===== src/rtl/vram_arbiter_if.sv =====
// vram_arbiter_if: video fetch, host port, clear control and RAM strobes of the
// video RAM arbiter grouped into one bundle. The arbiter uses the slave view;
// the surrounding logic (TV-out, host, RAM) uses the master view.
interface vram_arbiter_if #(
  parameter int DATA_W = 16,
  parameter int ADDR_W = 14
);
  // video fetch port
  logic              vid_req;
  logic [ADDR_W-1:0] vid_addr;
  logic [DATA_W-1:0] vid_data;
  logic              vid_valid;
  // host port
  logic              host_valid;
  logic              host_ready;
  logic              host_we;
  logic [ADDR_W-1:0] host_addr;
  logic [DATA_W-1:0] host_wdata;
  logic [DATA_W-1:0] host_rdata;
  logic              host_rvalid;
  // clear engine control
  logic              clr_start;
  logic [DATA_W-1:0] clr_pattern;
  logic              clr_busy;
  logic              clr_done;
  // single-port RAM
  logic              mem_en;
  logic              mem_we;
  logic [ADDR_W-1:0] mem_addr;
  logic [DATA_W-1:0] mem_wdata;
  logic [DATA_W-1:0] mem_rdata;

  modport slave (
    input  vid_req, vid_addr,
    output vid_data, vid_valid,
    input  host_valid, host_we, host_addr, host_wdata,
    output host_ready, host_rdata, host_rvalid,
    input  clr_start, clr_pattern,
    output clr_busy, clr_done,
    output mem_en, mem_we, mem_addr, mem_wdata,
    input  mem_rdata
  );

  modport master (
    output vid_req, vid_addr,
    input  vid_data, vid_valid,
    output host_valid, host_we, host_addr, host_wdata,
    input  host_ready, host_rdata, host_rvalid,
    output clr_start, clr_pattern,
    input  clr_busy, clr_done,
    input  mem_en, mem_we, mem_addr, mem_wdata,
    output mem_rdata
  );
endinterface


===== src/rtl/vram_arbiter.sv =====
// vram_arbiter: single-port arbiter and sequencer for the 1 bpp 512x288 video
// RAM (9216 x 16 bit words). Video fetches own the RAM whenever they request it
// and return with a fixed two-cycle latency; the clear engine and the host
// share the remaining cycles (priority video > clear > host).
// Optional feature macro VRAM_HOST_READ_EN: when defined, host reads are
// serviced through the RAM; when undefined, host reads are accepted and
// discarded and host_rdata/host_rvalid are held at 0.
module vram_arbiter #(
  parameter int DATA_W = 16,
  parameter int ADDR_W = 14,
  parameter int DEPTH  = 9216
) (
  input logic           clk,
  input logic           rst_,
  vram_arbiter_if.slave bus
);

  // Addresses are compared one bit wider so DEPTH itself is representable.
  localparam logic [ADDR_W:0]   DEPTH_L   = (ADDR_W+1)'(DEPTH);
  localparam logic [ADDR_W-1:0] LAST_ADDR = ADDR_W'(DEPTH - 1);

  typedef enum logic {IDLE, CLEAR} state_t;

  // clear sequencer
  state_t            state_q, state_d;
  logic [ADDR_W-1:0] cnt_q, cnt_d;
  logic [DATA_W-1:0] pat_q, pat_d;
  logic              clr_done_q, clr_done_d;

  // read-return tag, stage 1 (RAM data is valid while the tag sits here)
  logic              vid_p1_q, vid_p1_d;
  logic              zero_p1_q, zero_p1_d;

  // read-return output stage
  logic [DATA_W-1:0] vid_data_q, vid_data_d;
  logic              vid_valid_q, vid_valid_d;
`ifdef VRAM_HOST_READ_EN
  logic              host_p1_q, host_p1_d;
  logic [DATA_W-1:0] host_rdata_q, host_rdata_d;
  logic              host_rvalid_q, host_rvalid_d;
`endif

  // combinational arbitration results
  logic              vid_in;
  logic              host_in;
  logic              host_ready;
  logic              host_acc;
  logic              mem_en;
  logic              mem_we;
  logic [ADDR_W-1:0] mem_addr;
  logic [DATA_W-1:0] mem_wdata;

  assign vid_in     = ({1'b0, bus.vid_addr}  < DEPTH_L);
  assign host_in    = ({1'b0, bus.host_addr} < DEPTH_L);
  // Reset is folded in so the host never sees a handshake while held in reset.
  assign host_ready = rst_ && (state_q == IDLE) && !bus.vid_req;
  assign host_acc   = bus.host_valid && host_ready;

  // Arbitrate the single RAM port, advance the clear sequencer, tag reads.
  always_comb begin
    mem_en     = 1'b0;
    mem_we     = 1'b0;
    mem_addr   = '0;
    mem_wdata  = '0;
    state_d    = state_q;
    cnt_d      = cnt_q;
    pat_d      = pat_q;
    clr_done_d = 1'b0;
    vid_p1_d   = 1'b0;
    zero_p1_d  = 1'b0;
`ifdef VRAM_HOST_READ_EN
    host_p1_d  = 1'b0;
`endif

    if (bus.vid_req) begin
      // Video always wins; an out-of-range fetch still returns (as zero).
      vid_p1_d  = 1'b1;
      zero_p1_d = !vid_in;
      if (vid_in) begin
        mem_en   = 1'b1;
        mem_addr = bus.vid_addr;
      end
    end else if (state_q == CLEAR) begin
      // Counter only advances on cycles the video port left free.
      mem_en    = 1'b1;
      mem_we    = 1'b1;
      mem_addr  = cnt_q;
      mem_wdata = pat_q;
      if (cnt_q == LAST_ADDR) begin
        state_d    = IDLE;
        cnt_d      = '0;
        clr_done_d = 1'b1;
      end else begin
        cnt_d = cnt_q + 1'b1;
      end
    end else if (host_acc) begin
      if (bus.host_we) begin
        // Out-of-range writes are silently dropped.
        if (host_in) begin
          mem_en    = 1'b1;
          mem_we    = 1'b1;
          mem_addr  = bus.host_addr;
          mem_wdata = bus.host_wdata;
        end
      end
`ifdef VRAM_HOST_READ_EN
      else begin
        host_p1_d = 1'b1;
        zero_p1_d = !host_in;
        if (host_in) begin
          mem_en   = 1'b1;
          mem_addr = bus.host_addr;
        end
      end
`endif
    end

    // A start in IDLE takes effect next cycle, even if the host was served now.
    if ((state_q == IDLE) && bus.clr_start) begin
      state_d = CLEAR;
      cnt_d   = '0;
      pat_d   = bus.clr_pattern;
    end

    // Keep the RAM quiet while reset is held.
    if (!rst_) begin
      mem_en    = 1'b0;
      mem_we    = 1'b0;
      mem_addr  = '0;
      mem_wdata = '0;
    end
  end

  // Capture returning RAM data for whichever source the stage-1 tag names.
  always_comb begin
    vid_valid_d = vid_p1_q;
    vid_data_d  = vid_data_q;
    if (vid_p1_q) begin
      vid_data_d = zero_p1_q ? '0 : bus.mem_rdata;
    end
`ifdef VRAM_HOST_READ_EN
    host_rvalid_d = host_p1_q;
    host_rdata_d  = host_rdata_q;
    if (host_p1_q) begin
      host_rdata_d = zero_p1_q ? '0 : bus.mem_rdata;
    end
`endif
  end

  // Sequencer state and read-return pipeline registers.
  always_ff @(posedge clk or negedge rst_) begin
    if (!rst_) begin
      state_q       <= IDLE;
      cnt_q         <= '0;
      pat_q         <= '0;
      clr_done_q    <= 1'b0;
      vid_p1_q      <= 1'b0;
      zero_p1_q     <= 1'b0;
      vid_data_q    <= '0;
      vid_valid_q   <= 1'b0;
`ifdef VRAM_HOST_READ_EN
      host_p1_q     <= 1'b0;
      host_rdata_q  <= '0;
      host_rvalid_q <= 1'b0;
`endif
    end else begin
      state_q       <= state_d;
      cnt_q         <= cnt_d;
      pat_q         <= pat_d;
      clr_done_q    <= clr_done_d;
      vid_p1_q      <= vid_p1_d;
      zero_p1_q     <= zero_p1_d;
      vid_data_q    <= vid_data_d;
      vid_valid_q   <= vid_valid_d;
`ifdef VRAM_HOST_READ_EN
      host_p1_q     <= host_p1_d;
      host_rdata_q  <= host_rdata_d;
      host_rvalid_q <= host_rvalid_d;
`endif
    end
  end

  assign bus.vid_data    = vid_data_q;
  assign bus.vid_valid   = vid_valid_q;
  assign bus.host_ready  = host_ready;
`ifdef VRAM_HOST_READ_EN
  assign bus.host_rdata  = host_rdata_q;
  assign bus.host_rvalid = host_rvalid_q;
`else
  assign bus.host_rdata  = '0;
  assign bus.host_rvalid = 1'b0;
`endif
  assign bus.clr_busy    = (state_q == CLEAR);
  assign bus.clr_done    = clr_done_q;
  assign bus.mem_en      = mem_en;
  assign bus.mem_we      = mem_we;
  assign bus.mem_addr    = mem_addr;
  assign bus.mem_wdata   = mem_wdata;

endmodule


===== src/flat_wrapper.sv =====
// flat-port wrapper written by rule: the top's interface ports become plain ports
module vram_arbiter_flat 
#(
  parameter int DATA_W = 16,
  parameter int ADDR_W = 14,
  parameter int DEPTH  = 9216
)
  (clk, rst_, bus_vid_req, bus_vid_addr, bus_vid_data, bus_vid_valid, bus_host_valid, bus_host_we, bus_host_addr, bus_host_wdata, bus_host_ready, bus_host_rdata, bus_host_rvalid, bus_clr_start, bus_clr_pattern, bus_clr_busy, bus_clr_done, bus_mem_en, bus_mem_we, bus_mem_addr, bus_mem_wdata, bus_mem_rdata);
  vram_arbiter_if #(.DATA_W(DATA_W), .ADDR_W(ADDR_W)) bus_i ();
  input logic clk;
  input logic rst_;
  input wire logic [$bits(bus_i.vid_req)-1:0] bus_vid_req;
  input wire logic [$bits(bus_i.vid_addr)-1:0] bus_vid_addr;
  output wire logic [$bits(bus_i.vid_data)-1:0] bus_vid_data;
  output wire logic [$bits(bus_i.vid_valid)-1:0] bus_vid_valid;
  input wire logic [$bits(bus_i.host_valid)-1:0] bus_host_valid;
  input wire logic [$bits(bus_i.host_we)-1:0] bus_host_we;
  input wire logic [$bits(bus_i.host_addr)-1:0] bus_host_addr;
  input wire logic [$bits(bus_i.host_wdata)-1:0] bus_host_wdata;
  output wire logic [$bits(bus_i.host_ready)-1:0] bus_host_ready;
  output wire logic [$bits(bus_i.host_rdata)-1:0] bus_host_rdata;
  output wire logic [$bits(bus_i.host_rvalid)-1:0] bus_host_rvalid;
  input wire logic [$bits(bus_i.clr_start)-1:0] bus_clr_start;
  input wire logic [$bits(bus_i.clr_pattern)-1:0] bus_clr_pattern;
  output wire logic [$bits(bus_i.clr_busy)-1:0] bus_clr_busy;
  output wire logic [$bits(bus_i.clr_done)-1:0] bus_clr_done;
  output wire logic [$bits(bus_i.mem_en)-1:0] bus_mem_en;
  output wire logic [$bits(bus_i.mem_we)-1:0] bus_mem_we;
  output wire logic [$bits(bus_i.mem_addr)-1:0] bus_mem_addr;
  output wire logic [$bits(bus_i.mem_wdata)-1:0] bus_mem_wdata;
  input wire logic [$bits(bus_i.mem_rdata)-1:0] bus_mem_rdata;
  assign bus_i.vid_req = bus_vid_req;
  assign bus_i.vid_addr = bus_vid_addr;
  assign bus_vid_data = bus_i.vid_data;
  assign bus_vid_valid = bus_i.vid_valid;
  assign bus_i.host_valid = bus_host_valid;
  assign bus_i.host_we = bus_host_we;
  assign bus_i.host_addr = bus_host_addr;
  assign bus_i.host_wdata = bus_host_wdata;
  assign bus_host_ready = bus_i.host_ready;
  assign bus_host_rdata = bus_i.host_rdata;
  assign bus_host_rvalid = bus_i.host_rvalid;
  assign bus_i.clr_start = bus_clr_start;
  assign bus_i.clr_pattern = bus_clr_pattern;
  assign bus_clr_busy = bus_i.clr_busy;
  assign bus_clr_done = bus_i.clr_done;
  assign bus_mem_en = bus_i.mem_en;
  assign bus_mem_we = bus_i.mem_we;
  assign bus_mem_addr = bus_i.mem_addr;
  assign bus_mem_wdata = bus_i.mem_wdata;
  assign bus_i.mem_rdata = bus_mem_rdata;
  vram_arbiter #(.DATA_W(DATA_W), .ADDR_W(ADDR_W), .DEPTH(DEPTH)) u_core (.clk(clk), .rst_(rst_), .bus(bus_i));
endmodule

===== config.mk =====
export PLATFORM = sky130hd
export DESIGN_NAME = vram_arbiter_flat
export DESIGN_NICKNAME = d
export VERILOG_FILES = /design/src/rtl/vram_arbiter_if.sv /design/src/rtl/vram_arbiter.sv /design/src/flat_wrapper.sv
export SDC_FILE = /design/constraint.sdc
export NUM_CORES = 1
export LEC_CHECK = 0
export CORE_MARGIN = 1
export CORE_UTILIZATION = 37
export CTS_CLUSTER_DIAMETER = 80
export DETAILED_ROUTE_END_ITERATION = 12
export PLACE_DENSITY = 0.79
export SLEW_MARGIN = 0
export SYNTH_ARGS = -nofsm -noshare
export SYNTH_HDL_FRONTEND = slang
export SYNTH_SLANG_ARGS = --single-unit

===== constraint.sdc =====
create_clock -name clk -period 2.05 [get_ports clk]
set_input_delay 0.41 -clock clk [delete_from_list [all_inputs] [get_ports clk]]
set_output_delay 0.41 -clock clk [all_outputs]
set_load 0.05 [all_outputs]

**Word-level counts from Yosys, hierarchy flattened**

Index checks and enable logic that the tools add are counted.

- Register bits: 51
- Bits of input ports: 82
- Word-level logic and storage cells: 58

- $add $sub $neg: 1
- Magnitude comparators: 2
- Equality and inequality tests: 2
- Mux-type cells: 36
- Bitwise operators: 1
- Reductions and logical operators: 8

Operators with widths:

| operator | number |
|---|---|
| 14-bit 2-to-1 mux | 11 |
| 16-bit 2-to-1 mux | 7 |
| 14-bit less-than comparator, second input constant | 2 |
| 1-bit 2-to-1 mux | 18 |
| 14-bit by 1-bit adder with 14-bit output, second input constant | 1 |
| 14-bit equality test, second input constant | 1 |
| 1-bit logical AND | 4 |
| 1-bit zero test | 2 |
| 2-bit by 1-bit != test with 1-bit output, second input constant | 1 |
| 2-bit AND reduction | 1 |
| 2-bit nonzero test | 1 |
| 1-bit inverter | 1 |

**Longest topological paths before layout**

- Depth after elaboration: 8
- Depth in mapped cells: 6
- Gate-level depth less buffers: 5

**Worst setup path before layout**

No wires, ideal clock.

- Path kind: register to output
- Start: register u_core.state_q, in the netlist u_core.bus.clr_busy
- End: output port bus_mem_addr[10]
- Data arrival time: 2.888 ns
- Required time: 1.640 ns
- Slack: -1.248 ns
- Stages on the path, launching flop included: 6
- Path buffers: 1
- Cell sequence: dfrtp_1 -> buf_2 -> or3b_1 -> nor3_1 -> o21ai_1 -> o21ai_0

- Word-level cells in the longest chain between the ends: 8

Ends and longest elaborated chain:

| element | RTL line | RTL |
|---|---|---|
| from (decl) | vram_arbiter.sv:25 | `state_t state_q, state_d;` |
| from (signal assigned) | vram_arbiter.sv:167 | `state_q <= state_d;` |
| 1-bit inverter | vram_arbiter.sv:56 | `assign host_ready = rst_ && (state_q == IDLE) && !bus.vid_req;` |
| 1-bit logical AND (2 in series) | vram_arbiter.sv:56 |  |
| 1-bit logical AND | vram_arbiter.sv:57 | `assign host_acc = bus.host_valid && host_ready;` |
| 14-bit 2-to-1 mux | vram_arbiter.sv:96 | `end else if (host_acc) begin` |
| 14-bit 2-to-1 mux * | vram_arbiter.sv:83 | `end else if (state_q == CLEAR) begin` |
| 14-bit 2-to-1 mux * | vram_arbiter.sv:75 | `if (bus.vid_req) begin` |
| 14-bit 2-to-1 mux * | vram_arbiter.sv:126 | `if (!rst_) begin` |
| to (decl) | flat_wrapper.sv:29 | `output wire logic [$bits(bus_i.mem_addr)-1:0] bus_mem_addr;` |

Every way passes the cells marked *; elsewhere a longest branch is shown, timed or not.

**Final worst setup path**

- Start: register u_core.state_q, in the netlist u_core.bus.clr_busy
- End: output port bus_mem_addr[12]

The elaborated chain is that of the path after synthesis.

==> results.md <==
* Dominant synthesized flop cell: dfrtp_1
* Most instantiated cells after synthesis: dfrtp_1, nor2_1, mux2i_1
* Initial antenna violation count at 0
* Antenna viol nets, final at 0
* R2R Setup Slk at 0.07 ns
* Type of the worst setup path: flip-flop to primary output
* Post-Syn Instances at 329
* CP Launch Type: flip-flop
* Core area at 7810 sq um
* Vias per inst at 5.03
* Fin nets at 563
* Tightest Pin Transition at 0.527 ns
* Crit path DAT at 2.08 ns
* CTS buffer count at 5
* Post-DR wirelength/cell at 15.4 um
* Crit. End Element: primary output
* Die width at 92.3 um
* Share of cells above drive strength 1 at 29.1%
* Final Max Slew Viols at 0
* Vias in the first global route at 2924
* Sequential area share after synthesis at 42.3%
* Mux share of post-synthesis cell area at 15.3%
* Final Worst Setup Slack at -0.439 ns
* Residual DRC count at 0
* Drt first pass iters at 4
* Hold WC Path Type: primary input to asynchronous set/reset pin
* Worst-path clk slew at 0.10 ns
* Post-Route WL at 8970 um
* Fin crit period at 2.49 ns
* Count of cell types in the netlist at 48
* VDD IR-drop max at 0.330 mV
* Initial DRC count at 179
* Final Power at 2.88 mW
* XOR/XNOR Fraction of Synth Area at 0%
* Final GP Congestion at 0.926
* Worst Path Required at 1.64 ns
* Number of cell rows at 32
* Hpwl dp at 6770 um
* Yosys reg bits at 51
* Filler cell count in the final layout at 595
* Status: finished, violations left
* Avg Cell Area, Syn at 9.18 sq um
* Root Buffer: clkbuf_8
* Max_slew headroom at 64.8%
* GRT Residual Overflow at 0
* CTS Sinks at 51
* Max Cap Violations at 0
* Synth Area in Simple Gates at 18.8%
* Pin count of the biggest net entering global routing at 39
* LEAKAGE at 2.41 nW
* Post-synthesis adder-cell area fraction at 0.414%
* Max Buffers Root-to-Sink at 2
* Clock skew at 0.0145 ns
* Initial core utilization at 38.7%
* Synthesized-area fraction occupied by ao, oa, aoi and oai cells at 13.3%
* Post-synth EDFFs at 0
* N_diodes at 0
* Failing checks: setup timing
* First-pass GRT wire length at 13900 um
* Unrepaired setup endpoints after global routing: yes
* Synthesized area at 3020 sq um
* Post-synth ARST share at 100%
* Largest family of logic cells by synthesized area: simple AND/OR/NAND/NOR gates
* CP max FO at 3
* PwrDens at 534 nW/um^2
* Finish-stage setup viols at 32
* Yosys warning total at 0
* Area contributors post-synth: dfrtp_1, mux2i_1, mux2_2, nor2_1, buf_4
* Placed inst area at 5140 sq um
* Sequential cell area at 1280 sq um
* Overall global routing resource usage at 20.6%
* Post-synth top area share at 42.3%
* Most instantiated library cell after synthesis: dfrtp_1
* Die area at 8520 sq um
* CTS HTree Levels at 2
* P&R area growth vs syn at 78.4%
* Clock latency on the worst-skew pair at 0.30 ns
* Buffers on Ports at 133
* Design area at 5390 sq um
* Final Hold Fails at 0
* CTS tree: yes
* I/O Pins at 151
* Die Height at 92.3 um
* Post-synth top area cell: dfrtp_1
* Fmax at 402 MHz
* Ratio of final minimum period to clock period at 121%
* Routed vias at 2934
* Multi-input gate area at 1810 sq um
[layout make-up]
cell class | count | share of cell area (%)
Inverter | 25 | 1.88
Sequential cell | 51 | 23.7
Timing Repair Buffer | 164 | 36.6
Clock inverter | 2 | 0.302
Multi-Input combinational cell | 233 | 33.6
Tap cell | 102 | 2.37
Clock buffer | 6 | 1.53
[stage by stage]
step                hold slack (ns)  worst slack (ns)  std cells  setup TNS [ns]  util, %
floorplan                     0.114            -0.335        345           -9.07        -
global placement              0.436            -0.592        569          -15.86     65.8
detailed placement            0.419            -0.617        569          -16.47     65.8
CTS                          0.0828            -0.460        579          -11.82     67.9
global route                 0.0963            -0.486        583          -12.41     69.0
finish                       0.0894            -0.439        583          -10.84     69.0
[what timing repair did]
item / CTS / global route
setup buffers: 2 / 2
endpoints found under the hold margin: 0 / 0
cloned: 0 / 2
setup endpoints to repair: 37 / 34
pin swaps: 6 / 6
resized for setup: 17 / 7
hold buffers: 0 / 0
[kinds of logic after synthesis]
group | count (synthesis)
adder cells (fa/ha/maj) | 1
flip-flops | 51
multiplexers | 44
buffers and inverters | 61
AND/OR/NAND/NOR | 105
other | 1
AO/OA/AOI/OAI | 66
[final timing paths]
check                                                 from                      endpoint  cells after the start
min in group clk               u_core.pat_q[6]$_DFFE_PN0P_   u_core.pat_q[6]$_DFFE_PN0P_                      1
hold / removal                                        rst_  u_core.pat_q[12]$_DFFE_PN0P_                      2
max in group asynchronous                             rst_   u_core.cnt_q[8]$_DFFE_PN0P_                      3
hold reg to reg                u_core.pat_q[6]$_DFFE_PN0P_   u_core.pat_q[6]$_DFFE_PN0P_                      1
setup / recovery           u_core.bus.clr_busy$_DFFE_PN0P_              bus_mem_addr[12]                      5
setup reg to reg              u_core.cnt_q[12]$_DFFE_PN0P_   u_core.cnt_q[3]$_DFFE_PN0P_                      4
[flip-flops by register name, indices dropped and copies added (netlist names)]
signal and count:
u_core.bus.vid_valid 1, u_core.bus.clr_done 1, u_core.pat_q 16, u_core.vid_p1_q 1, u_core.zero_p1_q 1, u_core.bus.vid_data 16, u_core.bus.clr_busy 1, u_core.cnt_q 14
[critical path, cell delays in order, from the launching register on]
cell,delay [ns]
dfrtp_2,0.42
or3b_4,0.40
or4b_4,0.55
a21oi_4,0.15
o21a_4,0.14
buf_12,0.13
[metal layers]
metal | vias up | part of all wire (%) | GRT usage, %
met4 | 0 | 1.0 | 3.65
met3 | 9 | 5.1 | 3.86
met1 | 1408 | 41 | 25.6
met2 | 99 | 52 | 37.3
li1 | 1418 | - | -
met5 | - | 0 | 0
[layout by cell type, fill, tap and decap left out, types with 2 or more instances in the layout]
cell type / n
nand3_1: 8
dlygate4sd2_1: 5
or4_1: 4
clkbuf_8: 6
nand3b_1: 15
mux2i_1: 27
buf_6: 2
and3_1: 4
nor2_1: 18
or3_1: 2
buf_12: 35
mux2_2: 17
buf_8: 3
o31ai_1: 3
conb_1: 17
nand4_1: 2
o21ai_1: 2
inv_1: 23
dfrtp_1: 50
clkbuf_16: 2
buf_4: 23
clkinvlp_4: 3
nor2_4: 26
or4b_4: 2
a31oi_1: 9
a21oi_4: 2
o21ai_0: 21
nor2b_1: 3
a21oi_1: 13
nand2_1: 8
clkdlybuf4s50_1: 92
[power breakdown]
part	leakage, nW	switching, mW	internal [mW]
clock	0.0474	0.331	0.276
sequential	0.647	0.0782	1.10
combinational	1.72	0.599	0.492
total	2.41	1.01	1.87
Power figures use the tool's default switching activity.
